$ cat src/rtl/split_network_if.sv
// rtl/split_network_if.sv - serial-in / lane-group-out handshake bundle for split_network
interface split_network_if #(
  parameter int NUM_OUTPUTS = 18,
  parameter int BIT_WIDTH   = 8
);
  localparam int CNT_WIDTH = $clog2(NUM_OUTPUTS + 1);

  logic                             in_valid;
  logic                             in_ready;
  logic [BIT_WIDTH-1:0]             in_data;
  logic                             in_last;
  logic                             out_valid;
  logic                             out_ready;
  logic [NUM_OUTPUTS*BIT_WIDTH-1:0] out_data;
  logic [CNT_WIDTH-1:0]             out_count;

  // Environment side: produces elements, consumes groups.
  modport master (
    output in_valid, in_data, in_last, out_ready,
    input  in_ready, out_valid, out_data, out_count
  );

  // Splitter side: consumes elements, produces groups.
  modport slave (
    input  in_valid, in_data, in_last, out_ready,
    output in_ready, out_valid, out_data, out_count
  );
endinterface

$ cat src/rtl/split_network.sv
// rtl/split_network.sv - steers a serial element stream into zero-padded parallel lane groups
module split_network #(
  parameter int NUM_OUTPUTS = 18,
  parameter int BIT_WIDTH   = 8
) (
  input logic           clk,
  input logic           rst,
  split_network_if.slave bus
);
  localparam int CNT_WIDTH  = $clog2(NUM_OUTPUTS + 1);
  localparam int DATA_WIDTH = NUM_OUTPUTS * BIT_WIDTH;
  localparam logic [CNT_WIDTH-1:0] LAST_IDX = CNT_WIDTH'(NUM_OUTPUTS - 1);
  localparam logic [CNT_WIDTH-1:0] ONE      = CNT_WIDTH'(1);

  typedef enum logic {FILL, HOLD} state_t;

  state_t                state, state_next;
  logic [CNT_WIDTH-1:0]  idx, idx_next;
  logic [CNT_WIDTH-1:0]  count, count_next;
  logic [DATA_WIDTH-1:0] data, data_next;
  logic                  in_ready, out_valid, in_fire, out_fire;

  // While a group is held, input readiness follows the consumer so the first
  // element of the next group can land in the same cycle the held group leaves.
  always_comb begin
    out_valid = (state == HOLD);
    in_ready  = !rst && ((state == FILL) || bus.out_ready);
    in_fire   = bus.in_valid && in_ready;
    out_fire  = out_valid && bus.out_ready;
  end

  assign bus.in_ready  = in_ready;
  assign bus.out_valid = out_valid;
  assign bus.out_data  = data;
  assign bus.out_count = count;

  // Next-state, lane steering and group bookkeeping.
  always_comb begin
    state_next = state;
    idx_next   = idx;
    count_next = count;
    data_next  = data;
    case (state)
      FILL: begin
        if (in_fire) begin
          for (int i = 0; i < NUM_OUTPUTS; i++) begin
            if (idx == CNT_WIDTH'(i)) begin
              data_next[i*BIT_WIDTH +: BIT_WIDTH] = bus.in_data;
            end
          end
          if (idx == LAST_IDX || bus.in_last) begin
            state_next = HOLD;
            count_next = idx + ONE;
            idx_next   = '0;
          end else begin
            idx_next = idx + ONE;
          end
        end
      end
      HOLD: begin
        if (out_fire) begin
          // Clearing on consumption is what keeps unfilled lanes at zero.
          data_next  = '0;
          count_next = '0;
          idx_next   = '0;
          state_next = FILL;
          if (in_fire) begin
            data_next[BIT_WIDTH-1:0] = bus.in_data;
            if (NUM_OUTPUTS == 1 || bus.in_last) begin
              state_next = HOLD;
              count_next = ONE;
            end else begin
              idx_next = ONE;
            end
          end
        end
      end
      default: state_next = FILL;
    endcase
  end

  // State and datapath registers; reset drops any partial or held group.
  always_ff @(posedge clk or posedge rst) begin
    if (rst) begin
      state <= FILL;
      idx   <= '0;
      count <= '0;
      data  <= '0;
    end else begin
      state <= state_next;
      idx   <= idx_next;
      count <= count_next;
      data  <= data_next;
    end
  end
endmodule

$ cat src/flat_wrapper.sv
// flat-port wrapper written by rule: the top's interface ports become plain ports
module split_network_flat 
#(
  parameter int NUM_OUTPUTS = 18,
  parameter int BIT_WIDTH   = 8
)
  (clk, rst, bus_in_valid, bus_in_data, bus_in_last, bus_out_ready, bus_in_ready, bus_out_valid, bus_out_data, bus_out_count);
  split_network_if #(.NUM_OUTPUTS(NUM_OUTPUTS), .BIT_WIDTH(BIT_WIDTH)) bus_i ();
  input logic clk;
  input logic rst;
  input wire logic [$bits(bus_i.in_valid)-1:0] bus_in_valid;
  input wire logic [$bits(bus_i.in_data)-1:0] bus_in_data;
  input wire logic [$bits(bus_i.in_last)-1:0] bus_in_last;
  input wire logic [$bits(bus_i.out_ready)-1:0] bus_out_ready;
  output wire logic [$bits(bus_i.in_ready)-1:0] bus_in_ready;
  output wire logic [$bits(bus_i.out_valid)-1:0] bus_out_valid;
  output wire logic [$bits(bus_i.out_data)-1:0] bus_out_data;
  output wire logic [$bits(bus_i.out_count)-1:0] bus_out_count;
  assign bus_i.in_valid = bus_in_valid;
  assign bus_i.in_data = bus_in_data;
  assign bus_i.in_last = bus_in_last;
  assign bus_i.out_ready = bus_out_ready;
  assign bus_in_ready = bus_i.in_ready;
  assign bus_out_valid = bus_i.out_valid;
  assign bus_out_data = bus_i.out_data;
  assign bus_out_count = bus_i.out_count;
  split_network #(.NUM_OUTPUTS(NUM_OUTPUTS), .BIT_WIDTH(BIT_WIDTH)) u_core (.clk(clk), .rst(rst), .bus(bus_i));
endmodule
$ cat config.mk
export PLATFORM = sky130hd
export DESIGN_NAME = split_network_flat
export DESIGN_NICKNAME = d
export VERILOG_FILES = /design/src/rtl/split_network_if.sv /design/src/rtl/split_network.sv /design/src/flat_wrapper.sv
export SDC_FILE = /design/constraint.sdc
export NUM_CORES = 1
export LEC_CHECK = 0
export BUFFER_PORTS_ARGS = -buffer_cell sky130_fd_sc_hd__buf_2
export CORE_MARGIN = 4
export CORE_UTILIZATION = 50
export DETAILED_ROUTE_END_ITERATION = 6
export PLACE_DENSITY = 0.75
export SLEW_MARGIN = 40
export SYNTH_ARGS = -nofsm -noshare
export SYNTH_HDL_FRONTEND = slang
export SYNTH_SLANG_ARGS = --single-unit
$ cat constraint.sdc
create_clock -name clk -period 7.6 [get_ports clk]
set_input_delay 0.38 -clock clk [delete_from_list [all_inputs] [get_ports clk]]
set_output_delay 0.38 -clock clk [all_outputs]
set_load 0.01 [all_outputs]
==> impl_results.md <==
* Post-DP HPWL at 12,100 um
* Setup TNS at 0 ns
* Worst Hold Class: in2async
* Antenna Cells at 0
* # IOs at 164
* WS Path Type: reg2reg
* Cells after Synth at 498
* P per Cell Area at 337 nW/um2
* Resized cells post-CTS at 0
* Die width at 124 um
* First-pass GRT wire length at around 27,000 um
* Filler cell count at ~990
* Clock transition at path regs at about 0.06 ns
* Worst R2R End: u_core.bus.out_data[83]$_DFFE_PP0P_
* Finished Core Util at 0.643
* Final nets at 670
* DR pass1 iterations at 5
* Clock buffer depth at 2
* Tot Pwr at 2.79 mW
* Maximum vdd drop at 0.248 mV
* DR DRC count at 0
* Crit path time final at 2.53 ns
* R2R Path Start: u_core.bus.out_valid$_DFF_PP0_
* Main synth FF type: dfrtp_1
* Post-CTS Setup Bufs at 0
* Yosys reg bits at about 160
* Htree depth at 4
* CTS Root Cell: clkbuf_16
* Initial antenna violation count at 0
* Number of buffers created by CTS at 17
* Ys Warns at 0
* Setup Skew at around 0.0051 ns
* Ranking of synthesized cells by area: dfrtp_1 (58%), mux2_2 (17%), mux2i_1 (5.1%), nand2_1 (3.4%), a22oi_2 (1.3%)
* Die height at 124 um
* Final setup fails at 0
* Drt total wl at 17,400 um
* Slew @ Worst Pin at 0.738 ns
* Synth async-reset ratio at 1.00
* GR Overflow Total at 0
* CTS hold repair buffers at 0
* CTS tree: done
* Unrepaired setup endpoints after global routing: no
* Syn Area/Cell at about 13 um2
* Static Leak at 4.17 nW
* Via/cell ratio at about 5.6
* GRT Util Overall at 0.240
* Yosys cell types at 50
* Vias in the first global route at 4,959
* Setup ws final at slightly above 5 ns
* Slowest CP cell: or3b_2
* Post-Place Setup Slack at just under 5 ns
* Fin crit share at 0.334
* Finished Layout Cells at 837
* Core ar. at 12,900 um2
* Max Fclk at around 390 MHz
* Post-Syn Nets at about 520
* GPL Wtd Cong at 0.866
* Die area at 15,300 um2
* Slew Limit Fails at 0
* Critical path fanouts, max at 32
* Worst-Skew Late Latency at ~0.42 ns
* Post-Syn Area at 6690 um2
* Largest delay share family, worst path: simple AND/OR/NAND/NOR gates
* Hold Vio Cnt, Final at 0
* Maxcap violations at 0
* Site Rows at 41
* Hold Slack at between 0.1 and 0.15 ns
* Post-synth top area share at 0.580
* Design area at 8290 um2
* Largest net degree at the start of global routing at 100
* Worst Reg-to-Reg Cells at 3
* Post-DP Area at 7590 um2
* Initial DRC count at 267
* Setup slack, reg-to-reg at 5.07 ns
* Placed Instances at 805
* Initial Util at 0.519
* CP max stage delay at 0.82 ns
* Critical Path End Type: flip-flop
* Via count at 4,684
* Layout area overhead at 23.9%
* # port buffers at 163
* Slew headroom at 0.506
* Required @ worst endpoint at 7.90 ns
* Share of cells above drive strength 1 at 0.487
* Critical Path Source Type: flip-flop
* CP cell instances: or3b_2 > a22oi_2 > mux2_2
* Seq/Total Area, Yosys at 0.580
* Number of flops mapped to enable cells by yosys at 0
* Worst Path Arrival at 2.84 ns
* WL/cell at 20.8 um
* Antenna Nets Post-Route at 0
* CTS sink cnt at 155
* Status: finished, final reports clean
* Post-synth top area cell: dfrtp_1
* Buf+Inv Stages, Crit Path at 0
[synthesized netlist by cell type, types with 2 or more instances]
cell type  instances
or4b_1             2
nand4b_1           3
a22oi_4            3
buf_4              3
mux2_2            99
nor2_1             5
nor2b_1           10
clkbuf_1          16
dfrtp_1          155
a22oi_2            7
o2bb2ai_1          3
buf_6              4
a22o_1             3
nand2_1           60
buf_2              8
o22ai_1            3
nand3_1           14
o211ai_1           5
a21oi_1            2
a21boi_0           8
o31ai_1            3
ha_1               5
nand4bb_1          5
mux2i_1           34
inv_1              5
o21ai_0            9
[per-layer routing]
metal  routed length (um)  global-route usage
met1                 7210               0.312
met2                 8440               0.376
met3                 1470              0.0886
met4                  318              0.0734
met5                    0                   0
[worst reg2reg max path: stages, from the launching register on]
cell     delay (ns)
dfrtp_2        0.61
or3b_2         0.82
a22oi_2        0.57
mux2_2         0.41
[cell usage in the layout, fill, tap and decap left out, types with 2 or more instances in the layout]
master,count
nor2_1,5
clkbuf_1,2
nand4bb_1,5
nor2b_1,3
ha_1,5
inv_1,4
a22oi_2,7
a22oi_4,3
a22o_1,3
a21oi_1,2
o22ai_1,3
a21boi_0,8
bufinv_16,7
o21ai_0,9
o2bb2ai_1,3
clkbuf_16,17
clkinv_2,3
nand3_1,14
nand4b_1,3
o31ai_1,3
nand2_1,60
o211ai_1,5
dfrtp_1,154
or4b_1,2
buf_4,3
mux2_2,99
mux2i_1,34
buf_2,163
nor2b_2,7
[worst max-delay path by stage]
stage,from,endpoint,slack [ns],cells past startpoint
4_1_cts,u_core.bus.out_valid$_DFF_PP0_,u_core.bus.out_data[83]$_DFFE_PP0P_,4.86,3
2_1_floorplan,rst,u_core.bus.out_count[0]$_DFFE_PP0P_,3.02,1
5_1_grt,u_core.bus.out_valid$_DFF_PP0_,u_core.bus.out_data[71]$_DFFE_PP0P_,4.92,4
6_report,u_core.bus.out_valid$_DFF_PP0_,u_core.bus.out_data[83]$_DFFE_PP0P_,5.07,3
3_5_place_dp,u_core.bus.out_valid$_DFF_PP0_,u_core.bus.out_data[83]$_DFFE_PP0P_,4.88,3
3_3_place_gp,u_core.bus.out_valid$_DFF_PP0_,u_core.bus.out_data[49]$_DFFE_PP0P_,4.91,3
[where the power goes]
| group | switching (mW) | internal (mW) | total (mW) | leakage [nW] |
|---|---|---|---|---|
| logic | 0.344 | 0.309 | 0.653 | 1.86 |
| registers | 0.123 | 1.03 | 1.15 | 1.98 |
| clock network | 0.331 | 0.657 | 0.988 | 0.334 |
| total | 0.798 | 1.99 | 2.79 | 4.17 |
[registers in the layout, indices dropped and copies added (netlist names)]
name and count:
u_core.bus.out_valid 1, u_core.idx 5, u_core.bus.out_data 144, u_core.bus.out_count 5
[logic make-up after synthesis]
kind of cell,after synthesis,synth area share
AO/OA/AOI/OAI,52,0.0681
XOR/XNOR,1,0.00131
adder cells (fa/ha/maj),5,0.00936
buffers and inverters,37,0.0284
flip-flops,155,0.580
multiplexers,134,0.219
AND/OR/NAND/NOR,114,0.0932
[cell type report]
cell class	count	area, um2	area share
clock buffers	20	447	0.0539
clock inverters	12	241	0.0291
inverters	6	30.0	0.00362
multi-input cells	306	2630	0.318
flip-flops and latches	155	3880	0.468
well taps	172	215	0.0260
repair buffers	166	838	0.101
(Power assumes the default switching activity.)
